**config.mk**
```make
export PLATFORM = sky130hd
export DESIGN_NAME = operand_latch
export DESIGN_NICKNAME = d
export VERILOG_FILES = /design/src/rtl/operand_latch.sv
export SDC_FILE = /design/constraint.sdc
export NUM_CORES = 1
export LEC_CHECK = 0
export ABC_CLOCK_PERIOD_IN_PS = 2500
export CORE_MARGIN = 2
export CORE_UTILIZATION = 41
export DETAILED_ROUTE_END_ITERATION = 7
export PLACE_DENSITY = 0.8
export SETUP_SLACK_MARGIN = 0.5
export SYNTH_ARGS = -nofsm -noshare
export SYNTH_HDL_FRONTEND = slang
export SYNTH_SLANG_ARGS = --single-unit
```
**constraint.sdc**
```tcl
create_clock -name clk -period 2.5 [get_ports clk]
set_clock_uncertainty 0.2 [all_clocks]
set_input_delay 0.5 -clock clk [delete_from_list [all_inputs] [get_ports clk]]
set_output_delay 0.5 -clock clk [all_outputs]
set_load 0.02 [all_outputs]
```
**src/rtl/operand_latch.sv**
```systemverilog
// Operand latch between register-file read and execute: captures both source
// operands with same-cycle write-back bypass and keeps them current while stalled.
module operand_latch #(
   parameter int DATA_W   = 16,
   parameter int REG_ID_W = 4
) (
   input  logic                clk,
   input  logic                rst,
   input  logic                in_valid,
   output logic                in_ready,
   input  logic [REG_ID_W-1:0] src1_id,
   input  logic [REG_ID_W-1:0] src2_id,
   input  logic [DATA_W-1:0]   rf_data1,
   input  logic [DATA_W-1:0]   rf_data2,
   input  logic [REG_ID_W-1:0] dst_id,
   input  logic                dst_wen,
   input  logic                wb_wen,
   input  logic [REG_ID_W-1:0] wb_id,
   input  logic [DATA_W-1:0]   wb_data,
   input  logic                flush,
   output logic                out_valid,
   input  logic                out_ready,
   output logic [DATA_W-1:0]   out_op1,
   output logic [DATA_W-1:0]   out_op2,
   output logic [REG_ID_W-1:0] out_src1_id,
   output logic [REG_ID_W-1:0] out_src2_id,
   output logic [REG_ID_W-1:0] out_dst_id,
   output logic                out_dst_wen
);

   typedef enum logic {
      ST_EMPTY = 1'b0,
      ST_FULL  = 1'b1
   } state_t;

   state_t              state_q, state_d;
   logic                capture;
   logic                hit1, hit2;
   logic [DATA_W-1:0]   op1_cap, op2_cap;
   logic [DATA_W-1:0]   op1_q, op2_q;
   logic [REG_ID_W-1:0] src1_q, src2_q, dst_q;
   logic                dst_wen_q;

   // Handshake: a transfer happens on an edge where valid && ready are both high;
   // ready never depends on valid, and valid, once high, holds until the transfer
   // or a flush.
   assign in_ready = (state_q == ST_EMPTY) || out_ready;
   assign capture  = in_valid && in_ready && !flush;

   always_comb begin
      state_d = state_q;
      if (flush)
         state_d = ST_EMPTY;
      else if (capture)
         state_d = ST_FULL;
      else if (state_q == ST_FULL && out_ready)
         state_d = ST_EMPTY;
   end

   always_ff @(posedge clk or negedge rst) begin
      if (!rst)
         state_q <= ST_EMPTY;
      else
         state_q <= state_d;
   end

   // The register file writes on the same edge we capture, so its read port
   // is stale for a register being written this cycle.
   always_comb begin
      op1_cap = rf_data1;
      op2_cap = rf_data2;
      if (src1_id == '0)
         op1_cap = '0;
      else if (wb_wen && wb_id == src1_id)
         op1_cap = wb_data;
      if (src2_id == '0)
         op2_cap = '0;
      else if (wb_wen && wb_id == src2_id)
         op2_cap = wb_data;
   end

   assign hit1 = wb_wen && (wb_id == src1_q) && (src1_q != '0);
   assign hit2 = wb_wen && (wb_id == src2_q) && (src2_q != '0);

   always_ff @(posedge clk or negedge rst) begin
      if (!rst) begin
         op1_q     <= '0;
         op2_q     <= '0;
         src1_q    <= '0;
         src2_q    <= '0;
         dst_q     <= '0;
         dst_wen_q <= 1'b0;
      end else if (capture) begin
         op1_q     <= op1_cap;
         op2_q     <= op2_cap;
         src1_q    <= src1_id;
         src2_q    <= src2_id;
         dst_q     <= dst_id;
         dst_wen_q <= dst_wen;
      end else if (state_q == ST_FULL && !out_ready && !flush) begin
         if (hit1)
            op1_q <= wb_data;
         if (hit2)
            op2_q <= wb_data;
      end
   end

   assign out_valid   = (state_q == ST_FULL);
   assign out_op1     = op1_q;
   assign out_op2     = op2_q;
   assign out_src1_id = src1_q;
   assign out_src2_id = src2_q;
   assign out_dst_id  = dst_q;
   assign out_dst_wen = dst_wen_q && out_valid;

endmodule

```
After elaboration in Yosys (flattened, before gate mapping)
Cells that the tools add are included.
- output and inout bits: 47
- bits of input ports: 71
- bits in latches: 0
- memories kept: 0
- memory bits (writable): 0
- bits in read-only memories: 0
- register bits: 46
- word-level logic and storage cells: 50
- add/subtract/negate cells: 0
- bitwise operators: 1
- mux-type cells: 13
- eq/ne operators: 4
- order comparisons: 0
- reductions and logical operators: 25
- shift operators: 0
- multipliers: 0
- divide/modulo/power cells: 0
- operators by type and width (cell ; number):
    two-way mux 16 bit ; 10
    equality test 4 bit ; 4
    logical AND 1 bit ; 12
    zero test 4 bit ; 2
    nonzero test 4 bit ; 2
    nonzero test 2 bit ; 3
    AND reduction 2 bit ; 2
    two-way mux 1 bit ; 3
    nonzero test 3 bit ; 1
    zero test 1 bit ; 2
    logical OR 1 bit ; 1
    inverter 1 bit ; 1

Depth between registers and ports, before layout
- depth after elaboration: 6
- depth in mapped cells: 8
- gate-level depth less buffers: 5

Worst setup path after synthesis
OpenSTA, ideal clock, no wires.
- path type: input port to flip-flop
- start: input port out_ready
- end: register op2_q[10] (netlist: out_op2[10])
- data required time: 2.227 ns
- setup slack: 0.274 ns
- stages: 7
- library setup time: 0.073 ns
- data arrival time: 1.953 ns
- cell sequence: nand2b_1 > clkbuf_2 > nand2_1 > nor4_2 > buf_6 > a22oi_2 > a21oi_2
- cells in the longest elaborated chain, start to end: 5
- elaborated cells on any way between the ends: 10
- those cells by class: mux (1); reduce/logical (9)
- ends and longest elaborated chain (item ; RTL line ; text):
    start: declaration ; 22 ; input logic out_ready,
    logical OR 1 bit (*) ; 47 ; assign in_ready = (state_q == ST_EMPTY) || out_ready;
    net in_ready ; 10 ; output logic in_ready,
    logical AND 1 bit (*) (2 in series) ; 48 ; assign capture = in_valid && in_ready && !flush;
    nonzero test 2 bit (no line) ; n/a ;
    AND reduction 2 bit (no line) ; n/a ;
    end signal: assignment ; 95 ; op2_q <= op2_cap;
    end signal: assignment ; 104 ; op2_q <= wb_data;
    end: declaration ; 40 ; logic [DATA_W-1:0] op1_q, op2_q;
The timed path passes the listed nets; every way through them passes the cells marked *.
A chain may end at the register's enable or synchronous reset.

Worst setup path in the final report
- start: input port src1_id[0]
- end: register op1_q[8] (netlist: out_op1[8])
- cells in the longest elaborated chain, start to end: 5
- elaborated cells on any way between the ends: 6
- those cells by class: eq/ne (1); mux (3); reduce/logical (2)
- ends and longest elaborated chain (item ; RTL line ; text):
    start: declaration ; 11 ; input logic [REG_ID_W-1:0] src1_id,
    equality test 4 bit ; 74 ; else if (wb_wen && wb_id == src1_id)
    logical AND 1 bit ; 74 ;
    two-way mux 16 bit ; 74 ;
    two-way mux 16 bit (*) ; 72 ; if (src1_id == '0)
    two-way mux 16 bit (*) ; 93 ; end else if (capture) begin
    end signal: assignment ; 94 ; op1_q <= op1_cap;
    end signal: assignment ; 102 ; op1_q <= wb_data;
    end: declaration ; 40 ;
Every way passes the cells marked *; elsewhere a longest branch is shown, timed or not.

==> flow_summary.ini <==
[logic_synthesis]
synthesis.area_sq_um = 2500
post_synth_mux_area_share_pct = 0
syn_nets = 342
ys.warnings.count = 0
synth_compound_area_share_pct = 23.7
synthAdderAreaFrac_pct = 0
synthSimpleGateAreaFrac_pct = 21.4
avgSynthCellArea_sq_um = 9.23
synth_area_leaders = dfrtp_1 (46%), nand2_1 (8.6%), nor2_1 (5.4%), a22oi_2 (5.0%), o31ai_1 (4.2%)
ys_ff_latch = 46
synth_xor_area_share_pct = 4.20
synthCells = 271
synth_top_area_cell = dfrtp_1
yosysSeqAreaShare_pct = 46.0
synth_top_area_share_pct = 46.0
synth_top_family_by_area = compound AO/OA/AOI/OAI gates
synth_cell_types = 40

[sta]
max_clock_freq_mhz = 484
hold_slack_ns = 0.241
worstMarginPinSlew_ns = 0.602
min_period_ns = 2.07
relSlewSlack_pct = 59.9
hold_viol = 0
slew_violations = 0
setup_slack_ns = 0.434
fin_crit_sh_pct = 82.6
rsz0062_at_grt = true
setup_violations = 0

[power_and_ir_drop]
power_leakage_uw = 0.00219
powerDensity_nw_per_um2 = 547
ir_worst_vdd_v = 0.000363

[floorplan]
coreArea_sq_um = 5920
ios = 118
die_w_um = 82.1
num_rows = 28
initial_core_util_pct = 42.2
die_h_um = 82.1
die_area_sq_um = 6740

[worst_setup_path]
r2r_slack_ns = 0.62
r2r_end = out_op2[15]
slowest_stage = o31ai_1
critPathKind = in -> reg
critical_path.endpoint = out_op1[8]
required_ns = 2.50
rr_worst_depth = 6
path_max_fanout = 7
cp_data_arrival_time_ns = 2.06
crit_chain = dlygate4sd2_1 -> buf_6 -> nor3_4 -> buf_6 -> nor4_4 -> buf_4 -> buf_12 -> o31ai_1 -> a31oi_1
rr_startpoint = out_valid
crit_path_start_kind = input port
cpPeakStageDelay_ns = 0.30
startpoint = src1_id[0]
crit_path_frequent_cell = buf_6
cp-end-kind = flip-flop

[cells_and_area]
drive_gt1_share_pct = 36.7
fin_util_pct = 82.3
nets = 503
n_antenna_cell = 0
area_growth_pct = 94.8
finalInstanceArea_sq_um = 4870
finalNonFillerCells = 508
fill_cells = 312

[routing]
routedWlPerCell_um = 23.1
remaining_drc_errors = 0
first_pass_iters = 5
drt_iter0_drc = 193
ant_nets = 0
viasPerCell = 6.00
wirelength_um = 11700
vias = 3050

[run]
maxCapViolCount = 0

[clock_network]
cts.sinks = 46
cts_max_path_buffers = 2
clkTransAtPathRegs_ns = 0.11
clk_latency_ns = 0.30
clockRootBuffer = clkbuf_8
cts_tree = yes
cts-buffers-inserted = 5
htree_num_levels = 2

[placement]
port_buffers = 117
detailed_place_hpwl_um = 6460
gp_congestion = 0.942
pre_cts_slack_ns = -0.588
placed_cell_area_sq_um = 4010
place_inst = 474

[global_route]
first_global_vias = 2927
grt_max_degree = 33
overflow = 0
grt_first_pass_wirelength_um = 15400
antenna_found_initial = 0
grt_use_total_pct = 30.9

[outcome]
status = completed

[hold_path]
hold_path_class = in -> reg
hp-start = in_valid
==> cells in the final DEF, fill, tap and decap left out, types with 14 or more instances in the layout <==
master           netlist  final
clkdlybuf4s50_1        0     57
nand2_1               57     56
dfrtp_1               46     46
buf_4                  1     31
dlymetal6s2s_1         0     25
dlygate4sd2_1          0     22
nor2_1                36     19
a21oi_2               10     16
a22oi_2               10     15
a31oi_1               14     14
buf_6                  2     14
==> logic make-up after synthesis <==
kind of cell              after synthesis
and+or+nand+nor                       118
buffers and inverters                  20
DFF                                    46
xor gates and xnor gates               12
AOI/OAI and AO/OA                      75
==> Yosys cell counts <==
master and count:
or2b_1 1, buf_2 4, a22oi_2 10, o2111ai_1 1, nand2_1 57, or2_2 3
a31oi_1 14, dfrtp_1 46, xnor2_1 5, nor3b_2 1, nor3_1 2, or3b_2 1
a32oi_1 2, buf_1 1, and4_1 1, or4b_4 1, clkbuf_1 9, a21oi_1 10
o21ai_4 1, nor3b_1 1, o21a_1 2, nand2b_1 2, o31ai_1 14, buf_4 1
buf_12 1, inv_1 1, a21oi_2 10, or3_1 1, xor2_1 7, nor2_1 36
nor2b_1 1, and2_1 3, buf_6 2, nor4_2 2, nand3_1 1, a22oi_1 6
nor4_1 4, a41o_1 2, o21ai_0 3, clkbuf_2 1
==> where the power goes <==
group	switching, uW	total, uW	leakage [uW]	internal [uW]
Clock	294	600	0.0000563	305
Combinational	564	1100	0.00161	535
Sequential	100	967	0.000530	867
==> layout make-up <==
class,instances,area [sq um],share of cell area (%)
Sequential cell,46,1150,23.6
Inverter,1,3.75,0.0770
Timing Repair Buffer,173,1860,38.1
Clock buffer,5,68.8,1.41
Clock inverter,3,48.8,1.00
Multi-Input combinational cell,205,1650,33.9
Tap cell,75,93.8,1.93
==> layer usage <==
layer	routed length (um)	track usage [%]	share of wire, %	vias to the layer above
li1	-	-	-	1282
met1	4550	39.5	39	1525
met2	5890	51.1	50	187
met3	673	4.46	5.7	56
met4	630	15.5	5.4	0
met5	0	0	0	-
==> registers in the layout, indices dropped and copies added (netlist names) <==
name / count
dst_wen_q: 1
out_dst_id: 4
out_op2: 16
out_src2_id: 4
out_op1: 16
out_src1_id: 4
out_valid: 1
==> how the worst min path moves through the flow <==
stage / slack (ns) / end / cells past startpoint
floorplan: 0.004 / dst_wen_q / 0
global route: 0.24 / out_valid / 3
CTS: 0.23 / out_valid / 3
detailed placement: 0.26 / dst_wen_q / 2
finish: 0.24 / out_valid / 3
global placement: 0.25 / dst_wen_q / 2
==> worst max-delay path: cells and delay by family <==
family | cells | cell delay [ns]
AOI/OAI and AO/OA | 2 | 0.42
buffers and inverters | 5 | 0.84
and+or+nand+nor | 2 | 0.29
==> through the flow <==
stage	power (uW)	setup TNS (ns)
global placement	1880	-13.48
floorplan	1390	0
detailed placement	1900	-15.16
global route	2760	0
CTS	2560	0
finish	2670	0
==> what timing repair did <==
action / 4_1_cts / 5_1_grt
cloned: 6 / 0
setup endpoints to repair: 50 / 53
setup buffers: 14 / 5
endpoints found under the hold margin: 16 / 0
gates resized for setup: 117 / 82
hold buffers: 1 / 0
pin swaps: 22 / 20
(Power assumes the default switching activity.)
==> variant: new RTL, config.mk and constraints unchanged <==
Make the reset (`rst`) synchronous in 2 clocked blocks.
--- a/src/rtl/operand_latch.sv
+++ b/src/rtl/operand_latch.sv
@@ -57,7 +57,7 @@
          state_d = ST_EMPTY;
    end
 
-   always_ff @(posedge clk or negedge rst) begin
+   always_ff @(posedge clk) begin
       if (!rst)
          state_q <= ST_EMPTY;
       else
@@ -82,7 +82,7 @@
    assign hit1 = wb_wen && (wb_id == src1_q) && (src1_q != '0);
    assign hit2 = wb_wen && (wb_id == src2_q) && (src2_q != '0);
 
-   always_ff @(posedge clk or negedge rst) begin
+   always_ff @(posedge clk) begin
       if (!rst) begin
          op1_q     <= '0;
          op2_q     <= '0;
Formal check against the unedited RTL: differs if rst is asserted again (counterexample within 4 cycles, from zero or initial values and one cycle with rst low); with rst held inactive, the same outputs for 10 cycles.
==> variant against the unedited design <==
- sequential cell count unchanged
- worst setup slack gained 0.016 ns
- utilization down 11 points
- first-iteration DRC count grew 45%
- cell area about the same
- synthesized cell count increased by 19%
- power down 26%
- synthesized area is 15% higher
- wire length grew 2.3%
- register-to-register slack lost 0.12 ns
- critical endpoint is now out_op1[6]$_SDFFE_PN0P_
==> variant: results (changes against the unedited design) <==
* Run status: complete, no violations
* Largest net degree at the start of global routing at 47 (+42%)
* Fillers at 469 (+50%)
* WL final at 12000 um (+2.3%)
* Register area share after synthesis at 0.319 (-0.141)
* Max VDD drop at 228 uV (-37%)
* HP Class: reg2reg
* Max stage delay cell, worst path: nor3_4
* Relative slew slack at 0.675 (+0.0764)
* Cells on worst reg2reg path at 9 (+3)
* Synth unique cells at 30 (-25%)
* Via count at 3612 (+18%)
* HPWL after DPL at 7020 um (+8.6%)
* Ranking of synthesized cells by area: dfxtp_1, a31oi_1, and4_1
* H-tree depth at 2 (unchanged)
* Nets at 543 (+8.0%)
* Ys flop type: dfxtp_1
* Share of layout cells above drive strength 1 at 0.258 (-0.109)
* Initial DRC count at 279 (+45%)
* Number of global-route vias before repair at 3441 (+18%)
* Commonest cells post-synth: a31oi_1, dfxtp_1, and4_1, o31ai_1, nand2_1
* Hold Path Depth at 2 (-1)
* Ys async rst share at 0 (-1.00)
* Overall global routing resource usage at 0.286 (-0.0230)
* Post-place setup slack at -0.375 ns (+0.213 ns)
* CP max stage delay at 0.27 ns (-0.03 ns)
* Synth Net Count at 393 (+15%)
* First-pass GRT wire length at 17200 um (+12%)
[variant: metrics by stage]
step                      cells  power [mW]  cell area [um2]   util  setup TNS, ns
final                       569        1.96             4870  0.717              0
after global routing        569        2.03             4870  0.717              0
after CTS                   562        1.91             4650  0.684              0
after detailed placement    535        1.40             4240  0.623          -9.02
after global placement      535        1.39             4240  0.623          -6.64
after floorplan             322        1.10             2890      -              0
[variant: cells by family (layout without fill, tap and decap cells)]
family | count (synthesis) | count (layout) | share of synthesized area
AOI/OAI and AO/OA | 146 | 146 | 0.351
DFF | 46 | 46 | 0.319
and+or+nand+nor | 78 | 80 | 0.189
xor gates and xnor gates | 16 | 16 | 0.0537
buffers and inverters | 36 | 185 | 0.0867
[variant: what timing repair did]
action                                  CTS  global route
endpoints found under the setup margin   55            47
setup buffers                            13             6
gates cloned                              6             1
pin swaps                                11            16
resized for setup                        61            61
[variant: final cells by class]
type / count / area share
timing repair buffer: 176 / 0.366
clock buffer: 5 / 0.0141
multi-input combinational: 242 / 0.401
inverter: 1 / 0.000771
clock inverter: 3 / 0.00385
tap: 96 / 0.0247
sequential: 46 / 0.190
[variant: worst max-delay path: cells and delay by family]
family	cells	cell delay, ns
buf+inv	3	0.61
simple gates	2	0.42
compound gates	2	0.32
xor+xnor	1	0.18
[variant: power by group]
group	total [mW]	leakage (nW)	internal, mW	switching [mW]
logic	0.684	1.55	0.337	0.347
clock network	0.470	0.0483	0.197	0.272
registers	0.811	0.378	0.777	0.0345
[variant: worst paths after layout]
| kind | from | endpoint | slack, ns |
|---|---|---|---|
| setup / recovery | src1_id[2] | out_op1[6]$_SDFFE_PN0P_ | 0.45 |
| hold / removal | out_dst_id[0]$_SDFFE_PN0P_ | out_dst_id[0]$_SDFFE_PN0P_ | 0.27 |
| setup reg to reg | out_valid$_SDFFE_PP0P_ | out_op1[6]$_SDFFE_PN0P_ | 0.50 |
| hold reg to reg | out_dst_id[0]$_SDFFE_PN0P_ | out_dst_id[0]$_SDFFE_PN0P_ | 0.27 |
[variant: routing by layer]
metal	track usage	up-vias	wire length [um]
met4	0.158	0	637
met1	0.353	1690	4520
met5	0	-	0
li1	-	1579	-
met2	0.465	287	5600
met3	0.0603	56	1250
